### src/rtl/ioctl_sdram_loader.sv
// Packs the ioctl ROM byte stream into little-endian 32-bit words and writes them to SDRAM.
// Single assembly word plus one pending word; ioctl_wait back-pressures while a write is pending.
module ioctl_sdram_loader #(
   parameter logic [22:0] BASE_ADDR = 23'h000000
) (
   input  logic        clk,
   input  logic        reset,
   input  logic [19:0] ioctl_addr,
   input  logic [7:0]  ioctl_data,
   input  logic        ioctl_wr,
   input  logic        ioctl_download,
   output logic        ioctl_wait,
   output logic [22:0] sdram_addr,
   output logic [31:0] sdram_data,
   output logic        sdram_we,
   output logic        sdram_req,
   input  logic        sdram_ack,
   output logic        done,
   output logic        overrun
);

   localparam logic [1:0] IDLE   = 2'd0;
   localparam logic [1:0] ACTIVE = 2'd1;
   localparam logic [1:0] WRITE  = 2'd2;
   localparam logic [1:0] FLUSH  = 2'd3;

   logic [1:0]  state;
   logic        download_q;
   logic [31:0] asm_data;
   logic [22:0] asm_addr;
   logic [3:0]  asm_lanes;
   logic [31:0] pend_data;
   logic [22:0] pend_addr;
   logic        pend_vld;
   logic        req_r;
   logic        done_r;
   logic        overrun_r;

   logic [22:0] byte_waddr;
   logic [1:0]  byte_lane;
   logic [31:0] lane_data;
   logic [31:0] lane_mask;
   logic [3:0]  lane_bit;
   logic [31:0] merged;
   logic        accept;
   logic        hit;

   // Unwritten lanes of asm_data are always zero, so moving it to pending needs no extra fill.
   always_comb begin
      byte_waddr = BASE_ADDR + {5'd0, ioctl_addr[19:2]};
      byte_lane  = ioctl_addr[1:0];
      lane_data  = {24'd0, ioctl_data} << {byte_lane, 3'b000};
      lane_mask  = 32'h0000_00FF << {byte_lane, 3'b000};
      lane_bit   = 4'b0001 << byte_lane;
      merged     = (asm_data & ~lane_mask) | lane_data;
      accept     = ioctl_wr && !pend_vld && (state == ACTIVE);
      hit        = (asm_lanes != 4'b0000) && (byte_waddr == asm_addr);
   end

   assign ioctl_wait = pend_vld;
   assign sdram_addr = pend_addr;
   assign sdram_data = pend_data;
   assign sdram_req  = req_r;
   assign sdram_we   = req_r;
   assign done       = done_r;
   assign overrun    = overrun_r;

   always_ff @(posedge clk) begin
      if (reset) begin
         state      <= IDLE;
         download_q <= 1'b0;
         asm_data   <= 32'd0;
         asm_addr   <= 23'd0;
         asm_lanes  <= 4'b0000;
         pend_data  <= 32'd0;
         pend_addr  <= 23'd0;
         pend_vld   <= 1'b0;
         req_r      <= 1'b0;
         done_r     <= 1'b0;
         overrun_r  <= 1'b0;
      end else begin
         download_q <= ioctl_download;
         done_r     <= 1'b0;
         if (ioctl_wr && pend_vld)
            overrun_r <= 1'b1;

         case (state)
            IDLE: begin
               if (ioctl_download && !download_q) begin
                  state     <= ACTIVE;
                  asm_data  <= 32'd0;
                  asm_addr  <= 23'd0;
                  asm_lanes <= 4'b0000;
                  pend_vld  <= 1'b0;
               end
            end

            ACTIVE: begin
               if (accept) begin
                  if (hit && asm_lanes[3]) begin
                     // Lane 3 landed last cycle and is due to move; fold this byte in as it goes.
                     pend_data <= merged;
                     pend_addr <= asm_addr;
                     pend_vld  <= 1'b1;
                     asm_data  <= 32'd0;
                     asm_lanes <= 4'b0000;
                  end else if (hit) begin
                     asm_data  <= merged;
                     asm_lanes <= asm_lanes | lane_bit;
                  end else begin
                     if (asm_lanes != 4'b0000) begin
                        pend_data <= asm_data;
                        pend_addr <= asm_addr;
                        pend_vld  <= 1'b1;
                     end
                     asm_data  <= lane_data;
                     asm_addr  <= byte_waddr;
                     asm_lanes <= lane_bit;
                  end
               end else if (asm_lanes[3] && !pend_vld) begin
                  pend_data <= asm_data;
                  pend_addr <= asm_addr;
                  pend_vld  <= 1'b1;
                  asm_data  <= 32'd0;
                  asm_lanes <= 4'b0000;
               end

               if (pend_vld) begin
                  state <= WRITE;
                  req_r <= 1'b1;
               end else if (!ioctl_download) begin
                  state <= FLUSH;
               end
            end

            WRITE: begin
               if (sdram_ack) begin
                  pend_vld <= 1'b0;
                  req_r    <= 1'b0;
                  state    <= ioctl_download ? ACTIVE : FLUSH;
               end
            end

            default: begin
               if (pend_vld) begin
                  state <= WRITE;
                  req_r <= 1'b1;
               end else if (asm_lanes != 4'b0000) begin
                  pend_data <= asm_data;
                  pend_addr <= asm_addr;
                  pend_vld  <= 1'b1;
                  asm_data  <= 32'd0;
                  asm_lanes <= 4'b0000;
               end else begin
                  done_r <= 1'b1;
                  state  <= IDLE;
               end
            end
         endcase
      end
   end

endmodule

### config.mk
export PLATFORM = sky130hd
export DESIGN_NAME = ioctl_sdram_loader
export DESIGN_NICKNAME = d
export VERILOG_FILES = /design/src/rtl/ioctl_sdram_loader.sv
export SDC_FILE = /design/constraint.sdc
export NUM_CORES = 1
export LEC_CHECK = 0
export ABC_CLOCK_PERIOD_IN_PS = 3300
export CAP_MARGIN = 20
export CORE_AREA = 8 8 83 158
export CTS_BUF_LIST = sky130_fd_sc_hd__clkbuf_8
export DETAILED_ROUTE_END_ITERATION = 7
export DIE_AREA = 0 0 91 166
export PLACE_DENSITY = 0.86
export SKIP_CTS_REPAIR_TIMING = 1
export SLEW_MARGIN = 10
export SYNTH_ARGS = -nofsm -noshare
export SYNTH_HDL_FRONTEND = slang
export SYNTH_SLANG_ARGS = --single-unit
export TNS_END_PERCENT = 10
### constraint.sdc
create_clock -name clk -period 3.3 [get_ports clk]
set_input_delay 0.66 -clock clk [delete_from_list [all_inputs] [get_ports clk]]
set_output_delay 0.66 -clock clk [all_outputs]
set_load 0.01 [all_outputs]
==> impl_metrics.yaml <==
run_status:
  status: "finished, final reports clean"
cts:
  numCtsBuffers: 17
  cts_tree: "yes"
  insertion_delay_ps: 450
  cts_num_sinks: 116
  clock_path_buffers: 2
  clk_pin_slew_worst_paths_ps: 70
  cts_root_buf: "clkbuf_8"
  htreeDepth: 4
synth:
  ys_ff_latch: 116
  synth_top_family_by_area: "compound AO/OA/AOI/OAI gates"
  synth_nets: 701
  synth_compound_area_share_pct: 32.3
  netlist_area_mm2: 0.00602
  synth_cells: 663
  synth_cell_type_count: 44
  synth_warnings: 0
  yosysSeqAreaShare_pct: 38.6
  synth_xor_area_share_pct: 2.77
  avgSynthCellArea_um2: 9.08
  synthAdderAreaFrac_pct: 1.04
  synthSimpleGateAreaFrac_pct: 14.2
  synthMuxAreaShare_pct: 6.13
power_and_ir_drop:
  pwr_density_cell_mw_per_mm2: 817
  power_frac_seq_pct: 31.7
  swShare_pct: 37.4
  p_switching_w: 0.00233
  power.leakage_nw: 2.67
  vdd_ir_drop_max_v: 0.000568
  clkPwrFrac_pct: 23.9
  p_comb_share_pct: 44.4
  internal_power_w: 0.00390
die:
  core-area_mm2: 0.0111
  ios: 93
  fp-row-count: 55
  die_h_um: 166
  die_w_um: 91
  die_area_mm2: 0.0151
  start_util_pct: 54.0
layout:
  stdcell_area_mm2: 0.00761
  layout-drive-gt1-share_pct: 18.8
  area.growth.synth_to_final_pct: 26.5
  final_common_cell: "dfxtp_1"
  finalNonFillerCells: 904
  seq_area_mm2: 0.00232
  fillerInstances: 898
  final_nets: 788
  multiInputGateArea_mm2: 0.00343
  mostFrequentLayoutCells: "116 x dfxtp_1, 92 x a21oi_1, 91 x clkdlybuf4s50_1, 78 x nand2_1, 50 x a22o_1"
  antenna_cells: 0
timing:
  tightest_slew_ps: 899
  max_freq_mhz: 337
  slew_violations: 0
  hold_slack_ps: 469
  setup_viol: 0
  relSlewSlack_pct: 40.1
  fin_skew_ps: 15.5
  post-route-min-period_ps: 2960
  setup_ws_ps: 337
  hold_violations: 0
  grt_setup_unrepaired: "no"
  min_period_over_period_pct: 89.8
global_routing:
  antenna_found_initial: 0
  gr-usage-all-layers_pct: 24.0
  overflow: 0
  grt_max_degree: 65
  grt_pass1_wl_mm: 29.9
  first_global_vias: 6069
detailed_routing:
  post-route-drc-count: 0
  via_count: 5969
  routed_wl_mm: 18.6
  drtIter0Drc: 625
  viasPerCell: 6.60
  first_pass_iters: 6
  postRouteAntennaNets: 0
  wl_per_cell_um: 20.5
place:
  port_buffers: 92
  gp_congestion: 0.886
  placed_cells: 873
  placed_cell_area_mm2: 0.00717
  place_ws_ps: -55.0
  dp_hpwl_mm: 11.7
min_path:
  hp-start: "overrun$_SDFFE_PP0P_"
  hold_class: "register to register"
critical_path:
  r2r-start: "asm_addr[7]$_SDFFE_PP0P_"
  ff2ff_setup_slack_ps: 670
  timing.rr.end: "sdram_data[3]$_SDFFE_PP0P_"
  crit_path_start_kind: "primary input"
  cp.arrival_ps: 3250
  crit_type: "primary input to register"
  critPathCaptureType: "register"
  cp_data_required_time_ps: 3580
  worstRegToRegCells: 7
  startpoint: "ioctl_addr[9]"
  critPathCapture: "sdram_data[3]$_SDFFE_PP0P_"
  critPathMaxFanout: 34
job:
  maxCapViolCount: 0
## state kept, by name (all words and copies together) (netlist names)
register	count
state	2
ioctl_wait	1
download_q	1
sdram_addr	23
sdram_data	32
asm_data	32
asm_addr	18
sdram_req	1
asm_lanes	4
done	1
overrun	1
## critical path: stages
cell and delay, ps:
clkdlybuf4s50_1 520, xnor2_1 160, nand4_1 150, or4_1 560, or4_1 550, buf_4 300, a21oi_1 250, a311oi_2 70
## how the worst min path moves through the flow
stage                             endpoint  slack, ps  cells past startpoint
2_1_floorplan    asm_lanes[2]$_SDFFE_PP0P_        440                      1
3_3_place_gp          overrun$_SDFFE_PP0P_        450                      2
3_5_place_dp          overrun$_SDFFE_PP0P_        450                      2
4_1_cts               overrun$_SDFFE_PP0P_        470                      2
5_1_grt        sdram_addr[21]$_SDFFE_PP0P_        490                      1
6_report              overrun$_SDFFE_PP0P_        470                      2
## power by group through the flow
stage	registers, W	clock network (W)	logic (W)
floorplan	0.00200	0	0.00171
global placement	0.00196	0	0.00262
detailed placement	0.00198	0	0.00273
CTS	0.00196	0.00150	0.00275
global route	0.00201	0.00155	0.00296
finish	0.00197	0.00149	0.00277
## stage by stage
step / power (W) / utilization [%] / TNS (ps)
after detailed placement: 0.00470 / 64.3 / -612
after floorplan: 0.00372 / - / 0
final: 0.00622 / 68.3 / 0
after global routing: 0.00652 / 68.3 / 0
after CTS: 0.00620 / 68.3 / 0
after global placement: 0.00459 / 64.3 / 0
## cells by family after synthesis
logic type,after synthesis
and+or+nand+nor,172
DFF,116
AOI/OAI and AO/OA,248
muxes,33
buffers and inverters,70
adders and majority gates,5
xor gates and xnor gates,19
## synth_stat cells
library cell,count,area [um^2]
mux2_2,31,349
ha_1,5,62.6
inv_1,7,26.3
a21o_1,4,30.0
a211o_1,1,8.76
nand3_1,20,100
nand2_2,1,6.26
buf_1,11,41.3
o2111ai_1,1,8.76
and4_1,2,17.5
a311oi_2,31,465
a21oi_1,92,460
a2111oi_0,1,8.76
mux2i_1,2,20.0
xnor2_1,16,140
a311oi_1,2,17.5
nand4b_1,1,8.76
a31oi_1,1,6.26
o41ai_2,4,65.1
nor4_2,3,37.5
a211oi_1,1,7.51
buf_2,5,25.0
buf_6,4,45.0
clkbuf_1,42,158
and3_1,2,12.5
nor4_1,3,18.8
or4_1,4,30.0
nor3_1,9,45.0
nor3b_1,6,45.0
and2_1,6,37.5
nand2_1,78,293
dfxtp_1,116,2320
xor2_1,3,26.3
nor2b_1,4,25.0
nor2_1,13,48.8
o31ai_1,4,30.0
nand4_1,12,75.1
nand2b_1,6,37.5
o21ai_0,25,125
buf_4,1,7.51
a221oi_1,31,272
a22o_1,50,438
and2_0,1,6.26
nand3b_1,1,7.51
## routing by layer
layer	routed length, um	track usage, %
met1	6990	26.7
met4	645	12.4
met5	0	0
met3	1800	6.25
met2	9120	40.7
## cell type report
type	count	area share [%]
sequential	116	30.5
timing repair buffer	131	16.0
clock inverter	13	2.51
multi-input combinational	477	45.0
tap	142	2.33
inverter	7	0.345
clock buffer	18	3.25
Note: power is estimated with default switching activity, not from simulation.
